==> src/rtl/hotspot_frame_ctrl.sv <==
// Frame controller for a streaming hotspot stencil kernel: joins temperature and
// power streams, forwards kernel results with per-frame framing, and sequences a job.
module hotspot_frame_ctrl #(
  parameter int DATA_WIDTH = 32,
  parameter int ROWS       = 512,
  parameter int COLS       = 512,
  parameter int LANES      = 4
) (
  input  logic                        aclk,
  input  logic                        axi_resetn,
  input  logic                        start,
  input  logic                        abort,
  input  logic [15:0]                 num_frames,
  input  logic [DATA_WIDTH-1:0]       s_axis_temp_data,
  input  logic                        s_axis_temp_valid,
  output logic                        s_axis_temp_ready,
  input  logic [DATA_WIDTH-1:0]       s_axis_power_data,
  input  logic                        s_axis_power_valid,
  output logic                        s_axis_power_ready,
  output logic [2*DATA_WIDTH-1:0]     m_axis_join_data,
  output logic                        m_axis_join_valid,
  input  logic                        m_axis_join_ready,
  input  logic [DATA_WIDTH*LANES-1:0] s_axis_result_data,
  input  logic                        s_axis_result_valid,
  output logic                        s_axis_result_ready,
  output logic [DATA_WIDTH*LANES-1:0] m_axis_result_data,
  output logic                        m_axis_result_valid,
  input  logic                        m_axis_result_ready,
  output logic                        m_axis_result_last,
  output logic                        busy,
  output logic                        done,
  output logic [15:0]                 frame_count
);

  localparam int FRAME_ELEMS = ROWS * COLS;
  localparam int FRAME_BEATS = FRAME_ELEMS / LANES;
  localparam int EW = (FRAME_ELEMS > 1) ? $clog2(FRAME_ELEMS) : 1;
  localparam int BW = (FRAME_BEATS > 1) ? $clog2(FRAME_BEATS) : 1;
  localparam logic [EW-1:0] ELEM_MAX = EW'(FRAME_ELEMS - 1);
  localparam logic [BW-1:0] BEAT_MAX = BW'(FRAME_BEATS - 1);

  generate
    if ((FRAME_ELEMS % LANES) != 0) begin : g_lanes_check
      $error("hotspot_frame_ctrl: ROWS*COLS must be divisible by LANES");
    end
  endgenerate

  typedef enum logic [1:0] {
    ST_IDLE  = 2'd0,
    ST_RUN   = 2'd1,
    ST_DRAIN = 2'd2,
    ST_DONE  = 2'd3
  } state_t;

  state_t          state_r, state_s;
  logic [15:0]     num_frames_r;
  logic [15:0]     in_frame_r;
  logic [15:0]     frame_count_r;
  logic [EW-1:0]   in_elem_r;
  logic [BW-1:0]   out_beat_r;

  logic run_s, active_s, in_active_s, join_en_s, join_fire_s, res_fire_s;
  logic elem_wrap_s, beat_wrap_s, in_done_s, out_done_s;

  assign run_s       = (state_r == ST_RUN);
  assign active_s    = run_s | (state_r == ST_DRAIN);
  assign in_active_s = (in_frame_r != num_frames_r);
  assign join_en_s   = run_s & in_active_s;

  // Each side is ready only when the other side is valid, so words are consumed in pairs.
  assign m_axis_join_valid  = join_en_s & s_axis_temp_valid & s_axis_power_valid;
  assign s_axis_temp_ready  = join_en_s & m_axis_join_ready & s_axis_power_valid;
  assign s_axis_power_ready = join_en_s & m_axis_join_ready & s_axis_temp_valid;
  assign m_axis_join_data   = {s_axis_power_data, s_axis_temp_data};
  assign join_fire_s        = m_axis_join_valid & m_axis_join_ready;

  assign m_axis_result_valid = s_axis_result_valid & active_s;
  assign s_axis_result_ready = m_axis_result_ready & active_s;
  assign m_axis_result_data  = s_axis_result_data;
  assign res_fire_s          = m_axis_result_valid & m_axis_result_ready;

  assign elem_wrap_s        = (in_elem_r == ELEM_MAX);
  assign beat_wrap_s        = (out_beat_r == BEAT_MAX);
  assign m_axis_result_last = m_axis_result_valid & beat_wrap_s;
  assign in_done_s  = join_fire_s & elem_wrap_s & (in_frame_r == num_frames_r - 16'd1);
  assign out_done_s = res_fire_s & beat_wrap_s & (frame_count_r == num_frames_r - 16'd1);

  assign busy        = active_s;
  assign done        = (state_r == ST_DONE);
  assign frame_count = frame_count_r;

  // State register.
  always_ff @(posedge aclk or negedge axi_resetn) begin
    if (!axi_resetn) begin
      state_r <= ST_IDLE;
    end else begin
      state_r <= state_s;
    end
  end

  // Next-state logic; abort overrides every transition, result completion beats input completion.
  always_comb begin
    state_s = state_r;
    if (abort) begin
      state_s = ST_IDLE;
    end else begin
      case (state_r)
        ST_IDLE: begin
          if (start) begin
            if (num_frames != 16'd0) begin
              state_s = ST_RUN;
            end else begin
              state_s = ST_DONE;
            end
          end else begin
            state_s = ST_IDLE;
          end
        end
        ST_RUN: begin
          if (out_done_s) begin
            state_s = ST_DONE;
          end else if (in_done_s) begin
            state_s = ST_DRAIN;
          end else begin
            state_s = ST_RUN;
          end
        end
        ST_DRAIN: begin
          if (out_done_s) begin
            state_s = ST_DONE;
          end else begin
            state_s = ST_DRAIN;
          end
        end
        ST_DONE: state_s = ST_IDLE;
        default: state_s = ST_IDLE;
      endcase
    end
  end

  // Job parameters plus input element/frame and result beat/frame counters.
  always_ff @(posedge aclk or negedge axi_resetn) begin
    if (!axi_resetn) begin
      num_frames_r  <= 16'd0;
      in_frame_r    <= 16'd0;
      frame_count_r <= 16'd0;
      in_elem_r     <= '0;
      out_beat_r    <= '0;
    end else if (abort) begin
      in_elem_r  <= '0;
      in_frame_r <= 16'd0;
      out_beat_r <= '0;
    end else if ((state_r == ST_IDLE) && start) begin
      num_frames_r  <= num_frames;
      in_frame_r    <= 16'd0;
      frame_count_r <= 16'd0;
      in_elem_r     <= '0;
      out_beat_r    <= '0;
    end else begin
      if (join_fire_s) begin
        if (elem_wrap_s) begin
          in_elem_r  <= '0;
          in_frame_r <= in_frame_r + 16'd1;
        end else begin
          in_elem_r <= in_elem_r + EW'(1'b1);
        end
      end
      if (res_fire_s) begin
        if (beat_wrap_s) begin
          out_beat_r    <= '0;
          frame_count_r <= frame_count_r + 16'd1;
        end else begin
          out_beat_r <= out_beat_r + BW'(1'b1);
        end
      end
    end
  end

endmodule

==> config.mk <==
export PLATFORM = sky130hd
export DESIGN_NAME = hotspot_frame_ctrl
export DESIGN_NICKNAME = d
export VERILOG_FILES = /design/src/rtl/hotspot_frame_ctrl.sv
export SDC_FILE = /design/constraint.sdc
export NUM_CORES = 1
export LEC_CHECK = 0
export CAP_MARGIN = 25
export CORE_AREA = 2 2 166 168
export DETAILED_ROUTE_END_ITERATION = 10
export DIE_AREA = 0 0 168 170
export PLACE_DENSITY = 0.71
export SYNTH_ARGS = -nofsm -noshare
export SYNTH_HDL_FRONTEND = slang
export SYNTH_SLANG_ARGS = --single-unit
==> constraint.sdc <==
create_clock -name aclk -period 2.6 [get_ports aclk]
set_input_delay 0.26 -clock aclk [delete_from_list [all_inputs] [get_ports aclk]]
set_output_delay 0.26 -clock aclk [all_outputs]
set_load 0.005 [all_outputs]
==> summary.txt <==
Floorplanning
  • Chip width: 168 um
  • Die Y: 170 um
  • Die area: 28600 um^2
  • Initial core utilization: 0.252
  • Core area: 26700 um^2
  • Std cell rows: 60
  • # IOs: 433

Global route
  • First-pass GRT wire length: 28200 um
  • Initial antenna violation count: 0
  • Gr usage total: 0.130
  • GR Overflow Total: 0
  • Pin count of the biggest net entering global routing: 49
  • Vias in the first global route: 4776

Synthesis
  • Synthesized flop and latch total: 84
  • Sequential fraction of the synthesis area: 0.313
  • Ranking of synthesized cells by area: dfrtp_1 (31%), buf_4 (21%), xnor2_1 (6.7%)
  • Leading area contributor after synthesis: dfrtp_1
  • Top_reg_cell synth: dfrtp_1
  • Count of unique library cells instantiated by Yosys: 57
  • Syn nets: 1001
  • Cell Area, Synth: 6720 um^2
  • Post-synth ARST share: 1.00
  • Syn Inst Count: 774
  • Synthesized area per cell: 8.68 um^2
  • Ys Warns: 0
  • EDFF count, synth: 0
  • Top cell type's share of synthesized area: 0.313

Clock network
  • CTS tree: done
  • Clock Latency Late Sink: 0.35 ns
  • CTS Buf Count: 9
  • H-tree lvl count: 3
  • Clock Sinks: 84
  • Max clock buf depth: 2
  • Clk root buf: clkbuf_16
  • Reg clk slew, reported paths: 0.07 ns

Outcome
  • Status: complete, but fails checks
  • Violated checks: negative setup slack

Setup path
  • CP Max Fanout: 2
  • Critical Path Start: num_frames_r[2]
  • Worst r2r src: num_frames_r[2]
  • CP Class: reg -> reg
  • Critical path required time: 2.88 ns
  • Crit. End Element: flop
  • Critical Path Source Type: flop
  • Critical Path AT: 2.91 ns

Run
  • Max cap viols: 0

STA
  • Final Worst Setup Slack: -0.0390 ns
  • Final hold vios: 0
  • Layout Skew: 0.00787 ns
  • Setup_tns: -0.0390 ns
  • Fmax achieved: 379 MHz
  • Worst rel slew slack: 0.564
  • Worst Tran Pin Value: 0.654 ns
  • Minimum clock period: 2.64 ns
  • Pins Over Slew Limit: 0
  • Final setup vio count: 1
  • RSZ-0062 raised after global routing: yes
  • Tcrit/Tclk final: 1.01

Place
  • Port bufs: 48
  • Area post-placement: 6480 um^2
  • Gpl congestion: 0.887
  • Dpl hpwl: 14700 um

Layout
  • Fraction of layout cells with a size suffix above 1: 0.197
  • Final #Nets: 903
  • Area occupied by multi-input gates: 3130 um^2
  • ANT cells: 0
  • Register area: 2110 um^2
  • Area grow syn2layout: 4.70%
  • Final design instance area without fill: 7030 um^2
  • # fillers: 2748

Route
  • Total wire length: 19100 um
  • First drt pass iteration count: 5
  • Antenna Nets Post-Route: 0
  • Via/cell ratio: 4.80
  • Initial DRC count: 380
  • DRC: 0
  • Vias: 4905
  • Routed WL per cell: 18.7 um

Power
  • Worst vdd ir: 0.000360 V
  • Static Leak: 2.74 nW
  • PwrDens: 722 nW/um^2

Worst hold path
  • HP Class: in -> async
[critical path, cell delays in order (launching register included)]
cell     delay, ns
dfrtp_2       0.42
buf_6         0.12
or3_4         0.32
or4_4         0.43
a32oi_2       0.21
nand4_1       0.11
or4_4         0.53
o31a_1        0.27
a21oi_2       0.16
[registers in the layout (all words and copies together) (netlist names)]
name	count
out_beat_r	16
frame_count	16
num_frames_r	16
in_frame_r	16
in_elem_r	18
state_r	2
[per-layer routing]
layer | GRT usage | up-vias | share of wire
met5 | 0 | - | 0
met2 | 0.223 | 254 | 0.49
met3 | 0.0500 | 81 | 0.10
li1 | - | 2224 | -
met1 | 0.134 | 2346 | 0.36
met4 | 0.0779 | 0 | 0.046
[cells in the final DEF (no fill, tap or decap), types with 6 or more instances in the layout]
master,instances
o21ai_0,24
nor4_1,11
nand2b_1,7
mux2_2,14
and3_1,12
nor3_1,17
and4_1,6
nand4_1,22
inv_1,19
ha_1,9
and2_1,6
nand2_1,34
dfrtp_1,80
xor2_1,46
buf_4,56
clkbuf_16,9
clkdlybuf4s50_1,44
xnor2_1,51
nand3_1,28
nor2_1,73
a21oi_1,13
nor4_2,6
[logic make-up after synthesis]
| family | after synthesis | synth area share |
|---|---|---|
| fa+ha+maj | 11 | 0.0201 |
| mux | 17 | 0.0279 |
| compound gates | 66 | 0.0647 |
| flops | 84 | 0.313 |
| buf+inv | 241 | 0.244 |
| xor+xnor | 99 | 0.131 |
| simple gates | 256 | 0.199 |
[metrics by stage]
stage,hold slack [ns],cells,util,setup WS (ns),total power [mW]
after floorplan,-0.0356,774,-,-0.00508,3.08
after global placement,0.333,992,0.243,-0.00628,3.52
after detailed placement,0.335,992,0.243,-0.0569,3.55
after CTS,0.508,1013,0.257,-0.0277,4.92
after global routing,0.520,1022,0.264,-0.0953,5.33
final,0.484,1022,0.264,-0.0390,5.08
[synth_stat cells, types with 4 or more instances]
library cell / number
buf_4: 192
dfrtp_1: 84
nor2_1: 74
xnor2_1: 51
xor2_1: 47
nand2_1: 35
nand3_1: 28
o21ai_0: 25
clkbuf_1: 24
nand4_1: 22
inv_1: 20
nor3_1: 17
nor4_1: 16
and3_1: 14
mux2_2: 14
a21oi_1: 13
ha_1: 10
nand2b_1: 7
and2_1: 6
and4_1: 6
or3_1: 6
a31oi_1: 4
nor2b_1: 4
nor3b_1: 4
nor4b_1: 4
or4_1: 4
[what timing repair did]
item / CTS / global route
setup buffers: 4 / 8
endpoints found under the setup margin: 5 / 33
pin swaps: 7 / 13
hold endpoints to repair: 47 / 0
hold buffers: 1 / 0
resized for setup: 15 / 26
cloned: 0 / 1
[final timing paths]
kind / depth (start not counted) / end / slack, ns
max reg2reg: 8 / state_r[1] / -0.04
min reg2reg: 1 / out_beat_r[13] / 0.52
max: 8 / state_r[1] / -0.04
max in group asynchronous: 3 / num_frames_r[5] / 1.46
min: 2 / out_beat_r[0] / 0.48
min in group aclk: 3 / num_frames_r[3] / 0.51
[cell type report]
cell class              instances  share of cell area
repair buffers                112               0.142
clock inverters                 6             0.00712
flip-flops and latches         84               0.300
well taps                     341              0.0607
multi-input cells             449               0.446
clock buffers                  10              0.0340
inverters                      20              0.0107
[where the power goes]
group	switching, mW	internal, mW	total [mW]
registers	0.226	1.45	1.68
logic	1.08	1.07	2.14
clock network	0.573	0.680	1.25
Note: power is estimated with default switching activity, not from simulation.
